### src/rtl/keypad_pkg.sv
// Shared types, defaults and key-code table for the 4x4 keypad scanner.
package keypad_pkg;

  typedef enum logic [1:0] {
    SCAN     = 2'd0,
    WAIT_DEB = 2'd1,
    WAIT_REL = 2'd2,
    RECOVER  = 2'd3
  } kp_state_e;

  localparam int SCAN_DIV_DEF    = 16;
  localparam int DEB_TIMEOUT_DEF = 64;
  localparam int REL_CYC_DEF     = 8;

  // Indexed by {row, col}; entry 0 (row0/col0) is the rightmost element.
  localparam logic [15:0][3:0] KEY_LUT = {
    4'hD, 4'hF, 4'h0, 4'hE,
    4'hC, 4'h9, 4'h8, 4'h7,
    4'hB, 4'h6, 4'h5, 4'h4,
    4'hA, 4'h3, 4'h2, 4'h1
  };

  // Lowest-index active-low column wins when several keys share a row.
  function automatic logic [1:0] low_col(input logic [3:0] c);
    if (!c[0])      return 2'd0;
    else if (!c[1]) return 2'd1;
    else if (!c[2]) return 2'd2;
    else            return 2'd3;
  endfunction

endpackage

### src/rtl/key_fifo.sv
// Small FIFO with a registered head word; full pushes are dropped and flagged sticky.
module key_fifo #(
  parameter int DEPTH = 4,
  parameter int WIDTH = 4
) (
  input  logic             clk,
  input  logic             rst_n,
  input  logic             push,
  input  logic [WIDTH-1:0] push_data,
  input  logic             pop_ready,
  output logic [WIDTH-1:0] out_data,
  output logic             out_valid,
  output logic             overflow
);
  localparam int PW = $clog2(DEPTH);
  localparam logic [PW:0] FULL_CNT = (PW+1)'(DEPTH);
  localparam logic [PW:0] ONE_CNT  = (PW+1)'(1);

  logic [WIDTH-1:0] mem_q [DEPTH];
  logic [WIDTH-1:0] mem_d [DEPTH];
  logic [PW-1:0]    wr_ptr_q, wr_ptr_d, rd_ptr_q, rd_ptr_d, rd_nxt;
  logic [PW:0]      cnt_q, cnt_d;
  logic [WIDTH-1:0] data_q, data_d;
  logic             valid_q, valid_d, ovf_q, ovf_d;
  logic             pop, full, wr_en;

  always_comb begin
    pop      = valid_q & pop_ready;
    full     = (cnt_q == FULL_CNT);
    wr_en    = push & (~full | pop);
    rd_nxt   = rd_ptr_q + 1'b1;
    mem_d    = mem_q;
    wr_ptr_d = wr_ptr_q;
    rd_ptr_d = rd_ptr_q;
    cnt_d    = cnt_q;
    data_d   = data_q;
    ovf_d    = ovf_q | (push & full & ~pop);
    if (wr_en) begin
      mem_d[wr_ptr_q] = push_data;
      wr_ptr_d        = wr_ptr_q + 1'b1;
    end
    if (pop) rd_ptr_d = rd_nxt;
    case ({wr_en, pop})
      2'b10:   cnt_d = cnt_q + 1'b1;
      2'b01:   cnt_d = cnt_q - 1'b1;
      default: cnt_d = cnt_q;
    endcase
    // Head register tracks whichever entry will be at the read pointer next.
    if (pop) begin
      if (cnt_q > ONE_CNT) data_d = mem_q[rd_nxt];
      else if (wr_en)      data_d = push_data;
    end else if (cnt_q == '0 && wr_en) begin
      data_d = push_data;
    end
    valid_d = (cnt_d != '0);
  end

  always_ff @(posedge clk or negedge rst_n) begin
    if (!rst_n) begin
      for (int i = 0; i < DEPTH; i++) mem_q[i] <= '0;
      wr_ptr_q <= '0;
      rd_ptr_q <= '0;
      cnt_q    <= '0;
      data_q   <= '0;
      valid_q  <= 1'b0;
      ovf_q    <= 1'b0;
    end else begin
      mem_q    <= mem_d;
      wr_ptr_q <= wr_ptr_d;
      rd_ptr_q <= rd_ptr_d;
      cnt_q    <= cnt_d;
      data_q   <= data_d;
      valid_q  <= valid_d;
      ovf_q    <= ovf_d;
    end
  end

  assign out_data  = data_q;
  assign out_valid = valid_q;
  assign overflow  = ovf_q;

endmodule

### src/rtl/module_keypad_scanner.sv
// 4x4 keypad scanner: walks rows, waits for the external debouncer, queues key codes.
module module_keypad_scanner
  import keypad_pkg::*;
#(
  parameter int SCAN_DIV    = SCAN_DIV_DEF,
  parameter int DEB_TIMEOUT = DEB_TIMEOUT_DEF,
  parameter int REL_CYC     = REL_CYC_DEF
) (
  input  logic       clk,
  input  logic       rst,
  input  logic [3:0] col,
  input  logic       key_stable,
  output logic [3:0] row,
  output logic       key_det,
  output logic [3:0] out_data,
  output logic       out_valid,
  input  logic       out_ready,
  output logic       overflow
);
  localparam int MAX_CNT = (SCAN_DIV > DEB_TIMEOUT)
                           ? ((SCAN_DIV > REL_CYC) ? SCAN_DIV : REL_CYC)
                           : ((DEB_TIMEOUT > REL_CYC) ? DEB_TIMEOUT : REL_CYC);
  localparam int CNT_W = $clog2(MAX_CNT + 1);
  localparam logic [CNT_W-1:0] SCAN_LAST = CNT_W'(SCAN_DIV - 1);
  localparam logic [CNT_W-1:0] DEB_LAST  = CNT_W'(DEB_TIMEOUT - 1);
  localparam logic [CNT_W-1:0] REL_LAST  = CNT_W'(REL_CYC - 1);
  localparam logic [CNT_W-1:0] QUAL_CNT  = CNT_W'(3);

  function automatic logic [CNT_W-1:0] sat_inc(input logic [CNT_W-1:0] v);
    return (v == {CNT_W{1'b1}}) ? v : v + 1'b1;
  endfunction

  logic [3:0]       col_s1_q, col_s2_q;
  logic             ks_prev_q;
  kp_state_e        state_q, state_d;
  logic [1:0]       row_idx_q, row_idx_d;
  logic [CNT_W-1:0] cnt_q, cnt_d;
  logic             press, ks_rise, push;
  logic [3:0]       push_code;

  assign press     = (col_s2_q != 4'hF);
  assign ks_rise   = key_stable & ~ks_prev_q;
  assign push_code = KEY_LUT[{row_idx_q, low_col(col_s2_q)}];
  assign row       = ~(4'b0001 << row_idx_q);

  // One shared counter: row dwell in SCAN, timeout in WAIT_DEB, idle run in WAIT_REL.
  always_comb begin
    state_d   = state_q;
    row_idx_d = row_idx_q;
    cnt_d     = sat_inc(cnt_q);
    push      = 1'b0;
    key_det   = 1'b0;
    case (state_q)
      SCAN: begin
        if (press && cnt_q >= QUAL_CNT) begin
          state_d = WAIT_DEB;
          cnt_d   = '0;
        end else if (cnt_q == SCAN_LAST) begin
          row_idx_d = row_idx_q + 2'd1;
          cnt_d     = '0;
        end
      end
      WAIT_DEB: begin
        key_det = press;
        if (ks_rise && press) begin
          push    = 1'b1;
          state_d = WAIT_REL;
          cnt_d   = '0;
        end else if (cnt_q == DEB_LAST) begin
          state_d   = SCAN;
          row_idx_d = row_idx_q + 2'd1;
          cnt_d     = '0;
        end
      end
      WAIT_REL: begin
        if (press) begin
          cnt_d = '0;
        end else if (cnt_q == REL_LAST) begin
          state_d = RECOVER;
          cnt_d   = '0;
        end
      end
      RECOVER: begin
        state_d   = SCAN;
        row_idx_d = row_idx_q + 2'd1;
        cnt_d     = '0;
      end
      default: begin
        state_d = SCAN;
        cnt_d   = '0;
      end
    endcase
  end

  always_ff @(posedge clk or negedge rst) begin
    if (!rst) begin
      col_s1_q  <= 4'hF;
      col_s2_q  <= 4'hF;
      ks_prev_q <= 1'b0;
      state_q   <= SCAN;
      row_idx_q <= 2'd0;
      cnt_q     <= '0;
    end else begin
      col_s1_q  <= col;
      col_s2_q  <= col_s1_q;
      ks_prev_q <= key_stable;
      state_q   <= state_d;
      row_idx_q <= row_idx_d;
      cnt_q     <= cnt_d;
    end
  end

  key_fifo #(
    .DEPTH(4),
    .WIDTH(4)
  ) u_key_fifo (
    .clk       (clk),
    .rst_n     (rst),
    .push      (push),
    .push_data (push_code),
    .pop_ready (out_ready),
    .out_data  (out_data),
    .out_valid (out_valid),
    .overflow  (overflow)
  );

endmodule

### config.mk
export PLATFORM = sky130hd
export DESIGN_NAME = module_keypad_scanner
export DESIGN_NICKNAME = d
export VERILOG_FILES = /design/src/rtl/keypad_pkg.sv /design/src/rtl/key_fifo.sv /design/src/rtl/module_keypad_scanner.sv
export SDC_FILE = /design/constraint.sdc
export NUM_CORES = 1
export LEC_CHECK = 0
export CAP_MARGIN = 20
export CORE_UTILIZATION = 50
export CTS_CLUSTER_DIAMETER = 120
export CTS_CLUSTER_SIZE = 16
export DETAILED_ROUTE_END_ITERATION = 7
export GPL_TIMING_DRIVEN = 1
export PLACE_DENSITY = 0.7
export SLEW_MARGIN = 0
export SYNTH_ARGS = -nofsm -noshare
export SYNTH_HDL_FRONTEND = slang
export SYNTH_SLANG_ARGS = --single-unit
### constraint.sdc
create_clock -name clk -period 4.9 [get_ports clk]
set_input_delay 0.735 -clock clk [delete_from_list [all_inputs] [get_ports clk]]
set_output_delay 0.735 -clock clk [all_outputs]
set_load 0.02 [all_outputs]
=== Yosys cells after proc, flatten, opt, wreduce, memory -nomap -nowiden ===
Memory sizes are Yosys's and may differ from the RTL's.
Index checks and enable logic that the tools add are counted.

* Bits in registers: 49
* Latch bits: 0
* RAM bits: 0
* Memory bits (read-only): 64
* Input port bits: 8
* Output and inout port bits: 11
* Logic and storage cells: 112
* Memories kept: 1

* $add $sub $neg: 6
* Multipliers: 0
* Div/mod/pow operators: 0
* Magnitude comparators: 6
* Eq/ne operators: 20
* Shifts and indexed selects: 1
* Mux-type cells: 37
* Bitwise logic cells: 13
* Reductions and logical operators: 12

{| class="wikitable"
|+ Memories
! memory !! depth !! width !! read ports !! clocked after memory_dff !! write ports !! line !! text
|-
| (no name shown) || 16 || 4 || 1 || 0 || 0 || module_keypad_scanner.sv:43 || <nowiki>assign push_code = KEY_LUT[{row_idx_q, low_col(col_s2_q)}];</nowiki>
|}

{| class="wikitable"
|+ Operator list
! operator !! count
|-
| $mux 7 || 7
|-
| $mux 4 || 8
|-
| $pmux 7 s4 || 1
|-
| $mux 2 || 11
|-
| $bwmux 16 || 1
|-
| $ne 2x2->1 const B || 7
|-
| $bmux 4 s2 || 1
|-
| $demux 4 s2 || 1
|-
| $pmux 2 s4 || 1
|-
| $add 7x1->7 const B || 1
|-
| $eq 7x3->1 const B || 1
|-
| $eq 7x4->1 const B || 1
|-
| $eq 7x6->1 const B || 1
|-
| $eq 7x7->1 const B || 1
|-
| $ge 7x2->1 const B || 1
|-
| $add 2x1->2 const B || 3
|-
| $eq 2x2->1 const B || 3
|-
| $ge 3x3->1 const B || 2
|-
| $ne 3x3->1 const B || 2
|-
| $not 2->3 || 2
|-
| $pmux 2 s3 || 1
|-
| $pmux 3 s2 || 1
|-
| $reduce_bool 3->1 || 2
|-
| $and 1x1->1 || 5
|-
| 20 further kinds || 30
|}

=== Logic depth before layout (Yosys ltp) ===
Gate-level depths: netlist (run 1).

* Depth in word-level cells: 9
* Gate-level depth with buffers: 11

=== By module ===
From an unflattened synthesis (run 1), not the netlist that was laid out.

* Cells, all modules: 242
* Area, all modules: 2770.2 µm²

{| class="wikitable"
|+ Modules (own cells, without submodules)
! module !! times used !! cells each !! area an instance (µm²)
|-
| key_fifo || 1 || 109 || 1435.1
|-
| module_keypad_scanner || 1 || 133 || 1335.0
|}

=== Worst setup path after synthesis (run 1) ===
OpenSTA, ideal clock, no wires.

* Kind: input -> register
* From: in out_ready
* To: reg u_key_fifo.valid_q (netlist: u_key_fifo.out_valid)
* Library setup time: 0.131 ns
* Arrival time: 2.368 ns
* Required time: 4.769 ns
* Setup slack: 2.401 ns
* Cell stages on the path: 9
* Buffers on the path: 1
* Cell sequence: nand2_1 -> inv_1 -> o2111a_1 -> buf_2 -> inv_1 -> ha_1 -> o31ai_1 -> o31ai_1 -> or3_1

* Cells in the longest elaborated chain, start to end: 6
* Elaborated cells on any way between the ends: 7
* Those cells by class: 2 x eq/ne; 1 x mux; 3 x bitwise; 1 x reduce/logical

{| class="wikitable"
|+ RTL lines
! what !! line !! text
|-
| start, declared || module_keypad_scanner.sv:17 || <nowiki>input logic out_ready,</nowiki>
|-
| $and 1x1->1 (*) || key_fifo.sv:28 || <nowiki>pop = valid_q & pop_ready;</nowiki>
|-
| net u_key_fifo.pop || key_fifo.sv:25 || <nowiki>logic pop, full, wr_en;</nowiki>
|-
| $or 1x1->1 (*) || key_fifo.sv:30 || <nowiki>wr_en = push & (~full | pop);</nowiki>
|-
| $and 1x1->1 (*) || key_fifo.sv:30 ||
|-
| net u_key_fifo.wr_en || key_fifo.sv:25 ||
|-
| $eq 2x1->1 or $eq 2x2->1 (tied branches) || key_fifo.sv:43 || <nowiki>case ({wr_en, pop})</nowiki>
|-
| $pmux 3 s2 (*) || key_fifo.sv:43 ||
|-
| net u_key_fifo.cnt_d[2] || key_fifo.sv:22 || <nowiki>logic [PW:0] cnt_q, cnt_d;</nowiki>
|-
| $reduce_bool 3->1 (*) || key_fifo.sv:55 || <nowiki>valid_d = (cnt_d != '0);</nowiki>
|-
| net u_key_fifo.valid_d || key_fifo.sv:24 || <nowiki>logic valid_q, valid_d, ovf_q, ovf_d;</nowiki>
|-
| end signal, assigned || key_fifo.sv:73 || <nowiki>valid_q <= valid_d;</nowiki>
|-
| end, declared || key_fifo.sv:24 ||
|}

The timed path passes the listed nets; every way through them passes the cells marked *.
A chain may end at the register's enable or synchronous reset.

=== Worst setup path after layout (run 1) ===
* From: in key_stable
* To: reg u_key_fifo.valid_q (netlist: u_key_fifo.out_valid)

* Cells in the longest elaborated chain, start to end: 8
* Elaborated cells on any way between the ends: 9
* Those cells by class: 2 x eq/ne; 3 x mux; 2 x bitwise; 2 x reduce/logical

{| class="wikitable"
|+ RTL lines
! what !! line !! text
|-
| start, declared || module_keypad_scanner.sv:12 || <nowiki>input logic key_stable,</nowiki>
|-
| $and 1x1->1 (*) || module_keypad_scanner.sv:42 || <nowiki>assign ks_rise = key_stable & ~ks_prev_q;</nowiki>
|-
| $logic_and 1x1->1 (*) || module_keypad_scanner.sv:65 || <nowiki>if (ks_rise && press) begin</nowiki>
|-
| $mux 1 (*) || module_keypad_scanner.sv:65 ||
|-
| $mux 1 (*) || module_keypad_scanner.sv:53 || <nowiki>case (state_q)</nowiki>
|-
| $and 1x1->1 (*) || key_fifo.sv:30 ||
|-
| $eq 2x1->1 or $eq 2x2->1 (tied branches) || key_fifo.sv:43 ||
|-
| $pmux 3 s2 (*) || key_fifo.sv:43 ||
|-
| net u_key_fifo.cnt_d[2] || key_fifo.sv:22 ||
|-
| $reduce_bool 3->1 (*) || key_fifo.sv:55 ||
|-
| net u_key_fifo.valid_d || key_fifo.sv:24 ||
|}

Marked as above.

==> results of run 1 <==
## final cells by class
type | count | area (sq um)
fillers | 420 | 2120
inverters | 20 | 75.1
flip-flops and latches | 49 | 1240
clock buffers | 7 | 76.3
multi-input cells | 167 | 1370
clock inverters | 1 | 7.51
repair buffers | 19 | 195
well taps | 70 | 87.6
## logic make-up after synthesis
kind of cell    after synthesis  share of synthesized area [%]
simple gates                 59                           11.3
compound gates               53                           14.5
flops                        49                           45.6
buf+inv                      26                           3.74
mux                          25                           11.9
fa+ha+maj                    24                           11.1
xor+xnor                      6                           1.94
## cell usage in the layout, fill, tap and decap left out, types with 2 or more instances in the layout
cell,netlist,final
nor2b_1,7,7
clkdlybuf4s50_1,0,17
dfrtp_1,41,41
mux2i_1,4,4
nand2_1,20,20
ha_1,24,24
xnor2_1,5,5
a31oi_1,3,3
o211ai_1,2,2
a41o_1,2,2
a21oi_1,7,7
o21bai_1,3,3
nand2b_1,5,5
nand3_1,5,5
and3_1,2,2
a22oi_1,2,2
dfstp_2,8,8
nor2_1,9,9
mux4_2,4,4
mux2_2,16,16
o31ai_1,3,3
o22ai_1,2,2
o2111ai_1,2,2
o21ai_0,10,10
nand3b_1,2,2
clkbuf_1,3,2
inv_1,20,20
nor3_1,2,2
and2_1,2,2
a221oi_2,2,2
clkbuf_8,0,5
## per-stage QoR
step | power [mW] | hold WS (ns) | instance area, sq um
6_report | 1.68 | 0.355 | 3050
5_1_grt | 1.81 | 0.357 | 3050
4_1_cts | 1.69 | 0.357 | 3030
3_5_place_dp | 1.45 | 0.347 | 2950
3_3_place_gp | 1.43 | 0.346 | 2950
2_1_floorplan | 1.22 | 0.345 | 2710
## state kept, by name, indices dropped and copies added (netlist names), named ones only
register	cells
cnt_q	7
col_s1_q	4
col_s2_q	4
ks_prev_q	1
row_idx_q	2
state_q	1
u_key_fifo.cnt_q	3
u_key_fifo.mem_q	16
u_key_fifo.out_data	4
u_key_fifo.out_valid	1
u_key_fifo.overflow	1
u_key_fifo.rd_ptr_q	2
u_key_fifo.wr_ptr_q	2
## layer usage
metal	vias to the layer above	part of all wire [%]	GRT usage, %
met5	-	0	0
met4	0	1.2	6.58
met1	896	51	26.0
met3	7	2.7	3.97
li1	909	-	-
met2	30	45	31.3
## worst max-delay path by stage
stage	start	end	slack (ns)	depth (start not counted)
5_1_grt	key_stable	u_key_fifo.out_valid	1.76	8
6_report	key_stable	u_key_fifo.out_valid	1.99	8
3_3_place_gp	key_stable	u_key_fifo.out_valid	1.77	8
4_1_cts	key_stable	u_key_fifo.out_valid	2.00	8
2_1_floorplan	out_ready	u_key_fifo.out_valid	2.40	9
3_5_place_dp	key_stable	u_key_fifo.out_valid	1.64	8
## power groups by stage
| stage | clock [mW] | sequential, mW | combinational, mW |
|---|---|---|---|
| finish | 0.236 | 0.684 | 0.764 |
| global route | 0.256 | 0.707 | 0.849 |
| CTS | 0.241 | 0.683 | 0.766 |
| detailed placement | 0 | 0.691 | 0.763 |
| global placement | 0 | 0.688 | 0.747 |
| floorplan | 0 | 0.667 | 0.550 |
==> flow_summary.toml, run 1 <==
[worst_setup_path]
worstPathRequired_ns = 5.08
crit_chain = "clkdlybuf4s50_1 > nor2b_1 > o2111a_1 > inv_1 > ha_1 > o31ai_1 > o31ai_1 > or3_1"
r2r-end = "u_key_fifo.out_valid"
rrSetupSlack_ns = 2.34
end_kind = "flip-flop"
cp-start-kind = "primary input"
critPathBufInv = 2
reg2reg_depth = 8
cp.arrival_ns = 3.10
critPathKind = "primary input to flip-flop"
crit_path_max_incr_delay_ns = 0.48
cp_max_fo = 9
crit_family = "compound AO/OA/AOI/OAI gates"
cpMaxStageDelayCell = "clkdlybuf4s50_1"
cpMostUsedCell = "o31ai_1"

[die]
die_h_um = 75.6
die_w_um = 75.6
dieArea_sq_um = 5720
row_count = 26
coreArea_sq_um = 5170
pin_count = 19
start_util_pct = 52.4

[sta]
setup_slack_ns = 1.99
slew_headroom_pct = 52.4
drv_slew = 0
worst_slew_pin_slew_ns = 0.714
period_needed_ns = 2.91
setup_viol = 0
tns_ns = 0
fin_skew_ns = 0.00470
hold_violations = 0
fmax_ghz = 0.344
fin_crit_sh_pct = 59.4
rsz0062_at_grt = "no"

[cts]
clock-sinks = 49
cts_buffers = 5
tritoncts = "done"
clockBufferDepth = 2
clkSlewWorstSetupHoldPaths_ns = 0.09
cts_setup_buffers = 0
h-tree-depth = 2
insertion_delay_ns = 0.30
cts_resized = 0
hold_buffers = 0
cts_root_buffer = "clkbuf_8"

[status]
run_status = "completed"

[routing]
drc = 0
firstDrtPassIters = 4
vias = 1842
route.antenna.remaining_nets = 0
drt_iter0_markers = 93
wl_mm = 4.88
viasPerCell = 5.53
wire_per_inst_um = 14.7

[worst_hold_path]
hold_end = "col_s2_q[2]"
min_from = "col_s1_q[2]"
hold_class = "flip-flop to flip-flop"
worstHoldPathCells = 0

[logic_synthesis]
yosysMostFrequentCell = "dfrtp_1"
syn_inst = 242
synthFlopType = "dfrtp_1"
synth_edf_count = 0
ys_ff_latch = 49
syn_avg_cell_area_sq_um = 11.2
synth_top_area_share_pct = 37.9
yosysTopAreaCell = "dfrtp_1"
ys_seq_area_share_pct = 45.6
async_reset_ff_share_pct = 100
yosys_warnings = 0
synthesis.area_sq_um = 2710
syn_nets = 274
synth_top_cells_by_count = "41 x dfrtp_1, 24 x ha_1, 20 x inv_1, 20 x nand2_1, 16 x mux2_2"
synthTopCellsByArea = "dfrtp_1 38%, ha_1 11%, dfstp_2 7.8%, mux2_2 6.6%, mux4_2 3.3%"
synth.distinct_cells = 52

[place]
port_buffers = 18
hpwl_mm = 3.51
dp_slack_ns = 1.64
placedCellCount = 324
gp_congestion = 0.852

[power_and_ir_drop]
peakVddDrop_mv = 0.310
powerDensity_nw_per_um2 = 552
power.net_switching_mw = 0.653
switching_share_pct = 38.8
p_clk_share_pct = 14.0
seqPwrFrac_pct = 40.6
internal_power_mw = 1.03
leakage_nw = 1.34
pwr-share-comb_pct = 45.4

[finish]
finalNonFillerCells = 333
final_util_pct = 59.0
drive_gt1_share_pct = 17.1
n_antenna_cell = 0
fin_nets = 294
area_delta_synth_final_pct = 12.6

[grt]
grt_max_degree = 50
grt_pass1_vias = 1788
grt.overflow.total = 0
grtUsageTotal_pct = 19.3
grt_pass1_wl_mm = 8.10
antenna_found_initial = 0

[flow_run]
cap_violations = 0
Power figures use the tool's default switching activity.
==> run 2, diff against run 1 <==
PLACE_DENSITY = 0.72   (was 0.7)
clock period = 2.5 ns   (was 4.9 ns; I/O delays follow)
==> run 2 against run 1 <==
  * Setup slack got worse by 1.8 ns
  * Total power rose by 110%
  * Sequential share of layout area fell by 1.3 points
  * Combinational power rose by 100%
  * Wire length rose by 0.20%
  * Critical path depth fell by 2
  * Clock power rose by 140%
  * Non-clock buffer count rose by 9
  * Via count rose by 2.2%
  * First-iteration DRC count fell by 25%
  * Largest power group unchanged
  * Sequential power rose by 96%
  * Highest routed layer unchanged
  * Core utilization rose by 2.0 points
==> flow_summary.toml, run 2 (synthesized netlist as in run 1, its figures left out) <==
[place]
dp_slack_ns = -0.0271
hpwl_mm = 3.66
port_buffers = 18
gp_congestion = 0.820
placedCellCount = 334

[finish]
fin_nets = 303
area.sequential_sq_um = 1240
finalNonFillerCells = 342
largest_register_ffs = 16
largest_register = "u_key_fifo.mem_q"
final_common_cell = "dfrtp_1"
nFillCells = 433
multi_input_area_sq_um = 1370
area_delta_synth_final_pct = 16.3
n_antenna_cell = 0
top_regs = "u_key_fifo.mem_q: 16 flops, cnt_q: 7 flops"
layout_common_cells = "40 x dfrtp_1, 24 x ha_1, 20 x inv_1, 20 x nand2_1, 17 x clkdlybuf4s50_1"
drive_gt1_share_pct = 20.6

[worst_setup_path]
crit_family = "buffers and inverters"
cpMaxStageDelayCell = "clkdlybuf4s50_1"
crit_path_max_incr_delay_ns = 0.61
crit_chain = "inv_1 > ha_1 > buf_4 > inv_1 > nor2_1 > clkdlybuf4s50_1"
critPathBufInv = 4
critPathKind = "flip-flop to output port"
cp_max_fo = 7
worstPathRequired_ns = 2.12
end_kind = "output port"
cp.arrival_ns = 1.92
cpMostUsedCell = "inv_1"
cp-start-kind = "flip-flop"

[sta]
fmax_ghz = 0.435
worst_slew_pin_slew_ns = 0.655
setup_slack_ns = 0.200
setup_viol = 0
rsz0062_at_grt = "no"
hold-worst-slack_ns = 0.0674
fin_skew_ns = 0.00575
drv_slew = 0
slew_headroom_pct = 56.3
period_needed_ns = 2.30
fin_crit_sh_pct = 92.0
hold_violations = 0

[grt]
grt_max_degree = 26
grtUsageTotal_pct = 20.2
antenna_found_initial = 0
grt_pass1_wl_mm = 8.36
grt_pass1_vias = 1756
grt.overflow.total = 0

[die]
start_util_pct = 52.4
die_w_um = 75.6
die_h_um = 75.6
dieArea_sq_um = 5720
coreArea_sq_um = 5170
row_count = 26
pin_count = 19

[power_and_ir_drop]
power.total_mw = 3.47
leakage_nw = 1.41
peakVddDrop_mv = 0.562
powerDensity_nw_per_um2 = 1100

[cts]
clkSlewWorstSetupHoldPaths_ns = 0.09
clock-sinks = 49
h-tree-depth = 2
cts_setup_buffers = 0
hold_buffers = 0
cts_root_buffer = "clkbuf_8"
tritoncts = "done"
cts_buffers = 5
insertion_delay_ns = 0.30
clockBufferDepth = 2

[routing]
drc = 0
vias = 1882
wire_per_inst_um = 14.3
firstDrtPassIters = 4
wl_mm = 4.89
viasPerCell = 5.50
route.antenna.remaining_nets = 0
drt_iter0_markers = 70

[worst_hold_path]
hold_class = "primary input to asynchronous set/reset pin"

[status]
run_status = "completed"

[flow_run]
cap_violations = 0
==> run 2: through the flow <==
stage               setup TNS [ns]  util (%)  area [sq um]
finish                           0      60.9          3150
global route                     0      60.9          3150
CTS                              0      60.9          3150
detailed placement         -0.0271      58.7          3030
global placement                 0      58.7          3030
floorplan                        0         -          2710
==> run 2: layout make-up <==
cell class              count  area share [%]
flip-flops and latches     49            39.3
clock inverters             1           0.953
inverters                  20            2.38
well taps                  70            2.78
repair buffers             28            8.34
clock buffers               7            2.74
multi-input cells         167            43.5
==> run 2: worst paths after layout <==
check	start	end	slack, ns	depth (start not counted)
min in group clk	col_s1_q[2]	col_s2_q[2]	0.36	0
max in group asynchronous	rst	u_key_fifo.cnt_q[0]	1.90	2
worst min register to register	col_s1_q[2]	col_s2_q[2]	0.36	0
worst max register to register	u_key_fifo.cnt_q[1]	u_key_fifo.out_valid	0.22	9
worst min-delay path	rst	cnt_q[5]	0.07	1
worst max-delay path	flip-flop	key_det	0.20	6
==> run 2: power by group <==
group / total, mW / internal [mW] / switching, mW
Combinational: 1.55 / 0.791 / 0.755
Clock: 0.578 / 0.326 / 0.252
Sequential: 1.34 / 1.08 / 0.261
Total: 3.47 / 2.20 / 1.27
==> run 2: repair_timing <==
action	4_1_cts	5_1_grt
endpoints found under the setup margin	0	1
hold endpoints to repair	0	0
gates resized for setup	0	1
==> run 2: per-layer routing <==
metal	vias up	part of all wire [%]	GRT usage [%]
met2	35	47	32.0
met5	-	0	0
li1	939	-	-
met1	902	48	28.1
met4	0	1.3	6.17
met3	6	3.8	3.97
==> run 3, diff against run 2 <==
CAP_MARGIN = unset   (was 20)
PLACE_DENSITY = 0.7   (was 0.72)
clock period = 2.45 ns   (was 2.5 ns; I/O delays follow)
==> run 3 against run 2 <==
  * Global-route usage shrank 0.77 points
  * Wire length decreased by 1.0%
  * Register-to-register slack about the same
  * Sequential share of layout area rose by 0.31 points
  * Final cell count increased by 0.29%
  * Worst hold slack improved by 0.089 ns
  * Clock power is 15% lower
  * Critical path type unchanged
  * Largest power group unchanged
==> flow_summary.toml, run 3 (synthesized netlist as in run 1, its figures left out) <==
[status]
run_status = "completed"

[sta]
setup_slack_ns = 0.143
slew_headroom_pct = 57.0
period_needed_ns = 2.31
hold-worst-slack_ns = 0.156
fin_skew_ns = 0.00855
drv_slew = 0
setup_viol = 0
rsz0062_at_grt = "no"
hold_violations = 0
worst_slew_pin_slew_ns = 0.644
fmax_ghz = 0.433
fin_crit_sh_pct = 94.2

[cts]
clock-sinks = 49
tritoncts = "done"
cts_setup_buffers = 0
clockBufferDepth = 2
h-tree-depth = 2
clkSlewWorstSetupHoldPaths_ns = 0.09
hold_buffers = 0
cts_buffers = 5
cts_root_buffer = "clkbuf_8"
cts_resized = 0
insertion_delay_ns = 0.30

[grt]
grt_pass1_vias = 1846
antenna_found_initial = 0
grt.overflow.total = 0
grt_pass1_wl_mm = 8.29
grt_max_degree = 50
grtUsageTotal_pct = 19.4

[worst_setup_path]
r2r-end = "u_key_fifo.out_valid"
worstPathRequired_ns = 2.08
cp_max_fo = 7
cpMaxStageDelayCell = "clkdlybuf4s50_1"
cp.arrival_ns = 1.94
end_kind = "output port"
cp-start-kind = "flip-flop"
crit_path_max_incr_delay_ns = 0.61
reg2reg_depth = 9
r2r_start = "u_key_fifo.cnt_q[1]"
cpMostUsedCell = "inv_1"
rrSetupSlack_ns = 0.21
crit_chain = "inv_1 > ha_1 > buf_4 > inv_1 > nor2_1 > clkdlybuf4s50_1"
critPathKind = "flip-flop to output port"

[die]
die_w_um = 75.6
start_util_pct = 52.4
row_count = 26
coreArea_sq_um = 5170
dieArea_sq_um = 5720
die_h_um = 75.6
pin_count = 19

[routing]
drc = 0
route.antenna.remaining_nets = 0
wire_per_inst_um = 14.1
firstDrtPassIters = 5
wl_mm = 4.84
drt_iter0_markers = 77
viasPerCell = 5.43
vias = 1863

[finish]
nFillCells = 435
final_util_pct = 60.4
final_common_cell = "dfrtp_1"
top_regs = "u_key_fifo.mem_q: 16 flops, cnt_q: 7 flops"
largest_register_ffs = 16
largest_register = "u_key_fifo.mem_q"
finalNonFillerCells = 343
layout_common_cells = "40 x dfrtp_1, 24 x ha_1, 20 x inv_1, 20 x nand2_1, 17 x clkdlybuf4s50_1"
drive_gt1_share_pct = 21.2
finalInstanceArea_sq_um = 3130
n_antenna_cell = 0
area_delta_synth_final_pct = 15.4
fin_nets = 304

[place]
placedCellCount = 335
post_dp_cell_area_sq_um = 3030
dp_slack_ns = -0.0712
port_buffers = 18
gp_congestion = 0.785
hpwl_mm = 3.52

[flow_run]
cap_violations = 0

[power_and_ir_drop]
peakVddDrop_mv = 0.465
powerDensity_nw_per_um2 = 1100
leakage_nw = 1.40

[worst_hold_path]
hold_class = "primary input to asynchronous set/reset pin"
## run 3: cell types whose count changed in the layout (fill, tap and decap cells not counted), sizes merged
cell	change
buf	+1
clkinv	+2
clkbuf	-1
bufinv	-1
## run 3: layout make-up
| class | instances | area [sq um] | area share (%) |
|---|---|---|---|
| Tap cell | 70 | 87.6 | 2.80 |
| Timing Repair Buffer | 29 | 258 | 8.24 |
| Sequential cell | 49 | 1240 | 39.6 |
| Clock buffer | 6 | 82.6 | 2.64 |
| Multi-Input combinational cell | 167 | 1370 | 43.9 |
| Inverter | 20 | 75.1 | 2.40 |
| Clock inverter | 2 | 13.8 | 0.440 |
## run 3: worst max path at each step
| stage | from | to | depth (start not counted) |
|---|---|---|---|
| detailed placement | key_stable | u_key_fifo.out_valid | 8 |
| floorplan | u_key_fifo.out_valid | u_key_fifo.out_valid | 9 |
| global placement | key_stable | u_key_fifo.out_valid | 8 |
| CTS | flip-flop | key_det | 6 |
| global route | u_key_fifo.cnt_q[1] | u_key_fifo.out_valid | 9 |
| finish | flip-flop | key_det | 6 |
## run 3: stage by stage
| stage | power, mW | setup TNS, ns |
|---|---|---|
| 2_1_floorplan | 2.43 | 0 |
| 3_5_place_dp | 2.97 | -0.0712 |
| 3_3_place_gp | 2.93 | 0 |
| 6_report | 3.44 | 0 |
| 5_1_grt | 3.73 | 0 |
| 4_1_cts | 3.47 | 0 |
## run 3: where the power goes
group	leakage (nW)	internal [mW]	switching [mW]
logic	0.747	0.813	0.773
clock network	0.0512	0.229	0.262
registers	0.602	1.10	0.263
## run 3: worst max-delay path: cells and delay by family (launching register included)
kind | cells | cell delay, ns
buffers and inverters | 4 | 0.96
flip-flops | 1 | 0.39
adder cells (fa/ha/maj) | 1 | 0.18
AND/OR/NAND/NOR | 1 | 0.10
## run 3: routing by layer
| metal | wire length (um) | track usage (%) | vias to the layer above | part of all wire, % |
|---|---|---|---|---|
| li1 | - | - | 930 | - |
| met1 | 2350 | 25.7 | 885 | 48 |
| met2 | 2270 | 33.0 | 43 | 47 |
| met3 | 167 | 3.17 | 5 | 3.4 |
| met4 | 57 | 5.56 | 0 | 1.2 |
| met5 | 0 | 0 | - | 0 |
